===== config.mk =====
export PLATFORM = sky130hd
export DESIGN_NAME = nic_pwr_stagger_arb
export DESIGN_NICKNAME = d
export VERILOG_FILES = /design/src/rtl/nic_arb_pkg.sv /design/src/rtl/nic_rr_picker.sv /design/src/rtl/nic_pwr_stagger_arb.sv
export SDC_FILE = /design/constraint.sdc
export NUM_CORES = 1
export LEC_CHECK = 0
export ABC_AREA = 1
export CAP_MARGIN = 5
export CORE_MARGIN = 1
export CORE_UTILIZATION = 62
export CTS_BUF_LIST = sky130_fd_sc_hd__clkbuf_4 sky130_fd_sc_hd__clkbuf_8
export CTS_CLUSTER_SIZE = 10
export DETAILED_ROUTE_END_ITERATION = 8
export PLACE_DENSITY = 0.88
export SYNTH_ARGS = -nofsm -noshare
export SYNTH_HDL_FRONTEND = slang
export SYNTH_SLANG_ARGS = --single-unit
export TNS_END_PERCENT = 100

===== constraint.sdc =====
create_clock -name iClk -period 5.3 [get_ports iClk]
set_clock_uncertainty 0.2 [all_clocks]
set_input_delay 1.06 -clock iClk [delete_from_list [all_inputs] [get_ports iClk]]
set_output_delay 1.06 -clock iClk [all_outputs]
set_load 0.1 [all_outputs]

===== src/rtl/nic_arb_pkg.sv =====
// -----------------------------------------------------------------------------
// nic_arb_pkg
//   Shared definitions for the NIC slot power-arbitration blocks.
//   - Arbiter FSM state encodings. Legacy tools decode these raw values
//     from the debug port, so they are plain constants, not an enum.
//   - Default width of the shared 1ms tick counter.
// -----------------------------------------------------------------------------
package nic_arb_pkg;

   localparam logic [1:0] ST_IDLE = 2'd0;   // looking for a pending slot
   localparam logic [1:0] ST_WAIT = 2'd1;   // grant window open for one slot
   localparam logic [1:0] ST_GAP  = 2'd2;   // stagger gap after a grant closes

   localparam int ARB_CNT_W = 16;           // default ms counter width

endpackage : nic_arb_pkg


===== src/rtl/nic_rr_picker.sv =====
// -----------------------------------------------------------------------------
// nic_rr_picker
//   Combinational round-robin first-one finder. Searches the pending vector
//   starting at slot (iPtr + 1) and wraps around, so the slot at iPtr itself
//   is considered last.
//
// Ports
//   iPending  in   NUM_SLOTS  slots currently eligible for a grant
//   iPtr      in   IDX_W      index of the most recently served slot
//   oFound    out  1          at least one slot is pending
//   oIdx      out  IDX_W      winning slot index (0 when oFound is low)
// -----------------------------------------------------------------------------
module nic_rr_picker #(
   parameter int NUM_SLOTS = 4,
   parameter int IDX_W     = $clog2(NUM_SLOTS)
) (
   input  logic [NUM_SLOTS-1:0] iPending,
   input  logic [IDX_W-1:0]     iPtr,
   output logic                 oFound,
   output logic [IDX_W-1:0]     oIdx
);

   // Distance of the current best candidate from iPtr+1 (mod NUM_SLOTS).
   int bestDist;

   // Every slot gets a distance (i - iPtr - 1) mod NUM_SLOTS; the pending
   // slot with the smallest distance wins. This avoids variable-index
   // rotation and stays correct for non power-of-two slot counts.
   always_comb begin
      oFound   = 1'b0;
      oIdx     = '0;
      bestDist = NUM_SLOTS;
      for (int i = 0; i < NUM_SLOTS; i++) begin
         if (iPending[i] &&
             (((i + NUM_SLOTS - 1 - int'(iPtr)) % NUM_SLOTS) < bestDist)) begin
            bestDist = (i + NUM_SLOTS - 1 - int'(iPtr)) % NUM_SLOTS;
            oFound   = 1'b1;
            oIdx     = IDX_W'(i);
         end
      end
   end

endmodule : nic_rr_picker


===== src/rtl/nic_pwr_stagger_arb.sv =====
// -----------------------------------------------------------------------------
// nic_pwr_stagger_arb
//   Round-robin power-up scheduler for OCP3 NIC slot sequencers. Main-power
//   enable is granted to one slot at a time; the grant window closes when the
//   slot reports power-on done, drops its request, or times out. A stagger gap
//   of GAP_MS ticks follows each grant to limit P12V inrush.
//
// Build option
//   NIC_ARB_TIMEOUT_EN  defined  : WAIT times out after TIMEOUT_MS ticks and
//                                  latches a per-slot fault.
//                       undefined: WAIT exits only on done or request drop;
//                                  oSLOT_FLT is tied to 0.
//
// Ports
//   iClk              in   1          module clock
//   iRst              in   1          synchronous, active-high reset
//   iTick_1ms         in   1          one-cycle pulse every 1ms
//   iPWR_REQ          in   NUM_SLOTS  per-slot power request (level)
//   iPWR_DONE         in   NUM_SLOTS  per-slot sequencer in main-power mode
//   oPWR_EN           out  NUM_SLOTS  per-slot main-power enable
//   oGRANT_VLD        out  1          a slot is in its grant window
//   oGRANT_IDX        out  IDX_W      index of the granted slot
//   oSLOT_FLT         out  NUM_SLOTS  per-slot latched timeout fault
//   oDBG_ARB_FSM_curr out  2          current FSM state encoding
//
// Handshake: a slot is served when it holds iPWR_REQ while not enabled and
// not faulted; the grant is acknowledged by iPWR_DONE (level) or withdrawn by
// dropping iPWR_REQ, and dropping iPWR_REQ always removes the slot's enable.
// -----------------------------------------------------------------------------
module nic_pwr_stagger_arb
   import nic_arb_pkg::*;
#(
   parameter int NUM_SLOTS  = 4,
   parameter int GAP_MS     = 50,
   parameter int TIMEOUT_MS = 1200,
   parameter int CNT_W      = ARB_CNT_W,
   localparam int IDX_W     = $clog2(NUM_SLOTS)
) (
   input  logic                 iClk,
   input  logic                 iRst,
   input  logic                 iTick_1ms,
   input  logic [NUM_SLOTS-1:0] iPWR_REQ,
   input  logic [NUM_SLOTS-1:0] iPWR_DONE,
   output logic [NUM_SLOTS-1:0] oPWR_EN,
   output logic                 oGRANT_VLD,
   output logic [IDX_W-1:0]     oGRANT_IDX,
   output logic [NUM_SLOTS-1:0] oSLOT_FLT,
   output logic [1:0]           oDBG_ARB_FSM_curr
);

`ifdef NIC_ARB_TIMEOUT_EN
   localparam logic TIMEOUT_EN = 1'b1;
`else
   localparam logic TIMEOUT_EN = 1'b0;
`endif

   logic [1:0]           stateCurr;
   logic [NUM_SLOTS-1:0] pwrEn;
   logic                 grantVld;
   logic [IDX_W-1:0]     grantIdx;
   logic [NUM_SLOTS-1:0] slotFlt;
   logic [CNT_W-1:0]     msCnt;
   logic [IDX_W-1:0]     rrPtr;

   logic [NUM_SLOTS-1:0] pending;
   logic                 pickFound;
   logic [IDX_W-1:0]     pickIdx;
   logic [CNT_W-1:0]     msCntInc;
   logic                 reqGranted;
   logic                 doneGranted;
   logic                 timeoutHit;
   logic                 gapDone;

   // A faulted slot stays out of arbitration until its request drops.
   assign pending = iPWR_REQ & ~pwrEn & ~slotFlt;

   nic_rr_picker #(
      .NUM_SLOTS (NUM_SLOTS),
      .IDX_W     (IDX_W)
   ) uPicker (
      .iPending (pending),
      .iPtr     (rrPtr),
      .oFound   (pickFound),
      .oIdx     (pickIdx)
   );

   // Saturating tick counter: holds at all-ones rather than wrapping, so a
   // long wait can never alias back to a small count.
   assign msCntInc = (iTick_1ms && (msCnt != '1)) ? msCnt + 1'b1 : msCnt;

   assign reqGranted  = iPWR_REQ[grantIdx];
   assign doneGranted = iPWR_DONE[grantIdx];
   assign timeoutHit  = TIMEOUT_EN && (msCnt == CNT_W'(TIMEOUT_MS));
   assign gapDone     = (msCnt == CNT_W'(GAP_MS));

   always_ff @(posedge iClk) begin
      if (iRst) begin
         stateCurr <= ST_IDLE;
         pwrEn     <= '0;
         grantVld  <= 1'b0;
         grantIdx  <= '0;
         slotFlt   <= '0;
         msCnt     <= '0;
         rrPtr     <= IDX_W'(NUM_SLOTS - 1);
      end else begin
         // Request drop releases a slot's enable and clears its fault in any
         // state. For the granted slot in WAIT the FSM branch below performs
         // the same release and additionally closes the grant window.
         for (int i = 0; i < NUM_SLOTS; i++) begin
            if (!iPWR_REQ[i]) begin
               pwrEn[i]   <= 1'b0;
               slotFlt[i] <= 1'b0;
            end
         end

         case (stateCurr)
            ST_IDLE: begin
               if (pickFound) begin
                  pwrEn[pickIdx] <= 1'b1;
                  grantIdx       <= pickIdx;
                  grantVld       <= 1'b1;
                  msCnt          <= '0;
                  stateCurr      <= ST_WAIT;
               end
            end

            ST_WAIT: begin
               msCnt <= msCntInc;
               // Drop beats done beats timeout when they coincide.
               if (!reqGranted || doneGranted || timeoutHit) begin
                  if (!reqGranted) begin
                     pwrEn[grantIdx] <= 1'b0;
                  end else if (!doneGranted) begin
                     slotFlt[grantIdx] <= 1'b1;
                     pwrEn[grantIdx]   <= 1'b0;
                  end
                  rrPtr     <= grantIdx;
                  grantVld  <= 1'b0;
                  msCnt     <= '0;
                  stateCurr <= ST_GAP;
               end
            end

            ST_GAP: begin
               msCnt <= msCntInc;
               if (gapDone) begin
                  msCnt     <= '0;
                  stateCurr <= ST_IDLE;
               end
            end

            default: begin
               grantVld  <= 1'b0;
               stateCurr <= ST_IDLE;
            end
         endcase
      end
   end

   assign oPWR_EN           = pwrEn;
   assign oGRANT_VLD        = grantVld;
   assign oGRANT_IDX        = grantIdx;
   assign oSLOT_FLT         = TIMEOUT_EN ? slotFlt : '0;
   assign oDBG_ARB_FSM_curr = stateCurr;

endmodule : nic_pwr_stagger_arb


==> results.txt, run 1 <==
Max_cap viols = 0
Number of fill cells in the layout = 220
CP peak stage delay = 0.53 ns
Final Power = 1.11 mW
Grt total ovfl = 0
Worst VDD drop = 0.572 mV
Worst Hold Class = reg2reg
Post-synthesis compound-gate area fraction = 10.6%
Worst Setup Start Kind = input port
Largest net degree at the start of global routing = 14
Logic gate share of total power = 58.9%
Top_reg_cell synth = dfxtp_1
Post-CTS Setup Repair Bufs = 0
Post-synthesis adder-cell area fraction = 5.91%
Clock latency on the worst-skew pair = 0.34 ns
Post-synthesis sequential area ratio = 32.6%
Post-CTS Hold Buffers = 0
1st-pass router iterations = 7
Tightest Pin Transition = 0.970 ns
Status = finished with violations
Initial detailed-routing violation count = 140
Synth unique cells = 37
Fraction of synthesized cell area in xor and xnor cells = 2.30%
Clock net sink count = 31
Fin. max-slew vios = 0
Hold Vio Cnt, Final = 0
WL final = 4.21 mm
I/O pins = 24
Via density = 5.48
Die X = 57.4 um
Die H = 57.4 um
Share of cells above drive strength 1 = 12.0%
Reg power frac = 27.9%
Final setup viols = 0
Endpoint class of the critical path = flip-flop
# rows = 19
Post-synth EDFFs = 0
Synth area leader = dfxtp_1
RSZ-0062 raised after global routing = no
Cts repair resizes = 0
Min Tclk post-route = 4.49 ns
Crit path buffers/inverters = 5
Post-Synth Simple-Gate Area = 37.4%
Yosys warnings = 0
Worst slew margin = 35.2%
Crit path max-delay family = simple AND/OR/NAND/NOR gates
Mean post-synth cell area = 6.90 um2
Antenna violation net count after detailed routing = 0
Via count = 1,818
Worst Path Max Fanout = 7
Crit Path Class = in2reg
Internal = 0.516 mW
Top-area cell type share of the netlist area = 32.6%
Max Clk Rate = 223 MHz
Switch share = 53.4%
CTS max path bufs = 2
Full die area = 0.00330 mm2
Root cell of the clock tree = clkbuf_4
P&R area growth vs syn = 13.9%
Asr flop ratio synth = 0%
Worst path most repeated cell = nand2_1
Sw Pwr = 0.591 mW
Slowest cell on crit path = clkdlybuf4s50_1
Multi-input logic area = 0.00109 mm2
Wire length of the first global-routing pass = 7.10 mm
Antenna violations before repair = 0
Main combinational cell family by area after synthesis = simple AND/OR/NAND/NOR gates
Netlist Area Pre-Place = 0.00191 mm2
Nets@finish = 320
Power per Cell Area = 510 mW/mm2
Vias in the first global route = 1,580
Top post-synthesis cells by area = dfxtp_1 33%, nand2_1 12%, inv_1 7.5%, ha_1 5.9%, nor2_1 5.9%
Leakage = 0.914 nW
Placer Congestion = 0.896
Seq. cell area = 621 um2
Req. time, crit path = 5.31 ns
GRT Overall Usage = 28.3%
Core ar. = 0.00283 mm2
Period utilization = 84.7%
Mux share of post-synthesis cell area = 0%
Clk network pwr share = 13.2%
Worst EP arrival = 4.50 ns
Synth Register Bits = 31
H-tree depth = 2
Post-synthesis cell count = 276
Failing checks = design-rule violations
Initial Util = 67.4%
Clock buffer count from CTS = 5
# DRC = 2
CTS tree = done
CTS clk-pin slew, worst paths = 0.10 ns
Dpl hpwl = 3.16 mm
Hold slack = 0.260 ns
WL/cell = 12.7 um
Port Buf Inserts = 19
Fin Setup TNS = 0 ns
Diode count = 0
-- final cells by class --
cell class                 instances  area share, %
multi-input combinational        197           50.1
sequential                        31           28.6
timing repair buffer              19           8.77
inverter                          46           8.13
clock buffer                       7           2.42
tap                               31           1.79
clock inverter                     1          0.231
-- cell families (layout without fill, tap and decap cells) --
group / after synthesis / after routing
AO/OA/AOI/OAI: 34 / 34
XOR/XNOR: 5 / 5
adder cells (fa/ha/maj): 9 / 9
buffers and inverters: 51 / 73
flip-flops: 31 / 31
other: 1 / 4
AND/OR/NAND/NOR: 145 / 145
-- sequential cells by signal (all words and copies together) (netlist names) --
signal             cells
msCnt                 16
oPWR_EN                4
slotFlt                4
oDBG_ARB_FSM_curr      2
oGRANT_IDX             2
rrPtr                  2
oGRANT_VLD             1
-- power by group through the flow --
stage / registers [mW] / clock network (mW) / logic (mW)
detailed placement: 0.313 / 0 / 0.641
global placement: 0.311 / 0 / 0.635
CTS: 0.308 / 0.147 / 0.648
floorplan: 0.495 / 0 / 0.328
global route: 0.313 / 0.160 / 0.716
finish: 0.308 / 0.147 / 0.652
-- worst reg2reg max path, delay by kind of cell (launching register included) --
family          cells  cell delay [ns]
fa+ha+maj           3             0.81
simple gates       15             1.32
buf+inv             3             0.16
flops               1             0.35
compound gates      4             0.55
-- cell usage in the layout, fill, tap and decap left out, types with 2 or more instances in the layout --
cell type        Yosys  final
a21oi_1             17     17
clkbuf_4             0      7
clkdlybuf4s50_1      0     19
clkinv_2             1      2
conb_1               1      4
dfxtp_1             31     31
ha_1                 9      9
inv_1               38     38
inv_2                5      5
nand2_1             59     59
nand2_2              4      4
nand2_4              2      2
nand3_1             20     20
nand4_1              7      7
nor2_1              30     30
nor2_2               4      4
nor2_4               4      4
nor3_1               6      6
nor4_1               2      2
o211ai_1             2      2
o21ai_0              8      8
or2_2                2      2
xor2_1               5      5
-- cells in the mapped netlist (2+ instances only) --
master	number
dfxtp_1	31
nor4_1	2
nand2_2	4
nor2_4	4
nand2_4	2
inv_1	38
nor2_1	30
inv_2	5
nand2_1	59
or2_2	2
nand3_1	20
buf_4	4
nor3_1	6
xor2_1	5
ha_1	9
a21oi_1	17
nor2_2	4
nand4_1	7
o21ai_0	8
o211ai_1	2
-- metal layers --
layer	up-vias	wire (um)	GRT usage, %
met1	826	2030	42.4
met4	0	62	9.76
met5	-	0	0
met2	57	1800	38.7
met3	7	321	7.94
li1	928	-	-
-- per-stage QoR --
step / utilization (%) / area [um2] / setup slack [ns] / instances
2_1_floorplan: - / 1920 / 1.41 / 279
3_3_place_gp: 74.7 / 2110 / 0.629 / 324
3_5_place_dp: 74.7 / 2110 / 0.526 / 324
4_1_cts: 76.7 / 2170 / 0.844 / 332
5_1_grt: 76.7 / 2170 / 0.445 / 332
6_report: 76.7 / 2170 / 0.809 / 332
-- final timing paths --
check	start	end	slack [ns]	depth (start not counted)
min	slotFlt[2]	slotFlt[2]	0.26	2
max	iPWR_REQ[0]	oPWR_EN[1]	0.81	27
max reg2reg	slotFlt[0]	oPWR_EN[1]	1.75	25
min reg2reg	slotFlt[2]	slotFlt[2]	0.26	2
No activity file was read; power rests on OpenSTA's default activity.
==> run 2: changes to the inputs <==
CORE_UTILIZATION = 57   (was 62)
PLACE_DENSITY = 0.82   (was 0.88)
clock period = 4.6 ns   (was 5.3 ns; I/O delays follow)
==> results.txt, run 2 (same netlist as run 1, synthesis figures left out) <==
Crit path buffers/inverters = 5 (unchanged)
Grt total ovfl = 0 (unchanged)
Initial Util = 61.4% (was 67.4%)
WL final = 4.01 mm (was 4.21 mm)
P&R area growth vs syn = 15.1% (was 13.9%)
1st-pass router iterations = 4 (was 7)
Clock buffer count from CTS = 5 (unchanged)
Endpoint class of the critical path = flip-flop (unchanged)
Largest net degree at the start of global routing = 14 (unchanged)
Leakage = 0.914 nW (about the same)
Clock net sink count = 31 (unchanged)
Req. time, crit path = 4.62 ns (was 5.31 ns)
Via density = 5.08 (was 5.48)
Vias in the first global route = 1,514 (was 1,580)
CTS max path bufs = 2 (unchanged)
R2R setup slack = 1.18 ns (was 1.75 ns)
# rows = 20 (was 19)
I/O pins = 24 (unchanged)
Share of cells above drive strength 1 = 12.3% (was 12.0%)
DP Area = 0.00214 mm2 (was 0.00211 mm2)
Number of fill cells in the layout = 294 (was 220)
Worst VDD drop = 0.412 mV (was 0.572 mV)
RSZ-0062 raised after global routing = no (unchanged)
Post-CTS Setup Repair Bufs = 0 (unchanged)
Tightest Pin Transition = 0.969 ns (was 0.970 ns)
GRT Overall Usage = 25.2% (was 28.3%)
Antenna violations before repair = 0 (unchanged)
Root cell of the clock tree = clkbuf_4 (unchanged)
Seq. cell area = 621 um2 (unchanged)
Worst slew margin = 35.2% (about the same)
Commonest non-fill, non-tap cells in the layout = 59 x nand2_1, 38 x inv_1, 31 x dfxtp_1, 30 x nor2_1, 20 x nand3_1 (unchanged)
Slowest cell on crit path = clkdlybuf4s50_1 (unchanged)
Initial detailed-routing violation count = 93 (was 140)
Wire length of the first global-routing pass = 6.61 mm (was 7.10 mm)
Clock latency on the worst-skew pair = 0.36 ns (was 0.34 ns)
Die X = 59.8 um (was 57.4 um)
Fin. max-slew vios = 0 (unchanged)
Dpl hpwl = 3.10 mm (was 3.16 mm)
Worst EP arrival = 4.22 ns (was 4.50 ns)
CTS clk-pin slew, worst paths = 0.10 ns (about the same)
H-tree depth = 2 (unchanged)
Placer Congestion = 0.918 (was 0.896)
Diode count = 0 (unchanged)
Nets@finish = 321 (was 320)
Max Clk Rate = 238 MHz
Max_cap viols = 0 (unchanged)
CTS tree = done (unchanged)
Multi-input logic area = 0.00109 mm2 (unchanged)
# DRC = 0 (was 2)
Worst Path Max Fanout = 5 (was 7)
Core ar. = 0.00310 mm2 (was 0.00283 mm2)
Crit Path Class = in2reg (unchanged)
Final setup viols = 0 (unchanged)
Worst Hold Class = reg2reg (unchanged)
Commonest non-fill, non-tap cell in the layout = nand2_1 (unchanged)
Cell area after layout = 0.00219 mm2 (was 0.00217 mm2)
Largest Register = msCnt (unchanged)
Fin Setup TNS = 0 ns (unchanged)
Worst path most repeated cell = nand2_1 (unchanged)
Min Tclk post-route = 4.19 ns
Antenna violation net count after detailed routing = 0 (unchanged)
Post-layout util = 70.7% (was 76.7%)
Hold Vio Cnt, Final = 0 (unchanged)
Final Power = 1.27 mW (was 1.11 mW)
Worst Setup Start Kind = input port (unchanged)
Port Buf Inserts = 19 (unchanged)
Power per Cell Area = 579 mW/mm2 (was 510 mW/mm2)
Post-CTS Hold Buffers = 0 (unchanged)
Full die area = 0.00358 mm2 (was 0.00330 mm2)
Die H = 59.8 um (was 57.4 um)
WL/cell = 11.6 um (was 12.7 um)
CP peak stage delay = 0.52 ns (was 0.53 ns)
Via count = 1,758 (was 1,818)
Crit path max-delay family = simple AND/OR/NAND/NOR gates (unchanged)
Max reg flops = 16 (unchanged)
Period utilization = 91.2%
Status = complete, no violations (was finished with violations)
Cts repair resizes = 0 (unchanged)
[run 2: changes by cell type in the layout (fill, tap and decap cells not counted), sizes merged]
cell      previous run  this run
buf                  0         1
clkbuf               7         6
clkinvlp             0         1
[run 2: area by class of cell]
| class | instances | share of cell area [%] |
|---|---|---|
| inverters | 46 | 8.04 |
| clock inverters | 2 | 0.570 |
| well taps | 44 | 2.51 |
| multi-input cells | 197 | 49.5 |
| flip-flops and latches | 31 | 28.3 |
| repair buffers | 20 | 9.01 |
| clock buffers | 6 | 2.05 |
[run 2: worst paths after layout]
path          startpoint         end  cells past startpoint
max reg2reg   slotFlt[0]  oPWR_EN[1]                     25
max          iPWR_REQ[0]  oPWR_EN[1]                     27
min           slotFlt[1]  slotFlt[1]                      2
min reg2reg   slotFlt[1]  slotFlt[1]                      2
[run 2: power breakdown]
| part | leakage [nW] | switching (mW) | total (mW) | internal (mW) |
|---|---|---|---|---|
| logic | 0.631 | 0.532 | 0.750 | 0.218 |
| clock network | 0.0317 | 0.101 | 0.166 | 0.0647 |
| registers | 0.252 | 0.0450 | 0.354 | 0.309 |
[run 2: metal layers]
| layer | share of wire [%] | up-vias | global-route usage (%) | wire [um] |
|---|---|---|---|---|
| met5 | 0 | - | 0 | 0 |
| met4 | 2.2 | 0 | 14.0 | 90 |
| met3 | 5.6 | 9 | 5.63 | 223 |
| met2 | 41 | 46 | 34.3 | 1650 |
| met1 | 51 | 775 | 36.3 | 2040 |
| li1 | - | 928 | - | - |
[run 2: worst reg2reg max path, delay by kind of cell (launching register included)]
| family | cells | cell delay, ns |
|---|---|---|
| flops | 1 | 0.35 |
| buf+inv | 3 | 0.15 |
| fa+ha+maj | 3 | 0.81 |
| compound gates | 4 | 0.55 |
| simple gates | 15 | 1.23 |
[run 2: through the flow]
stage | worst slack [ns] | cells | hold WS [ns]
after floorplan | 0.755 | 279 | 0.217
after global placement | 0.216 | 338 | 0.231
after detailed placement | 0.0752 | 338 | 0.232
after CTS | 0.412 | 346 | 0.247
after global routing | 0.0617 | 346 | 0.264
final | 0.406 | 346 | 0.246
==> run 3: changes to the inputs <==
ABC_CLOCK_PERIOD_IN_PS = 4600   (was not set)
==> results of run 3 <==
No change in the layout: final DEF, timing and power equal those of run 2.
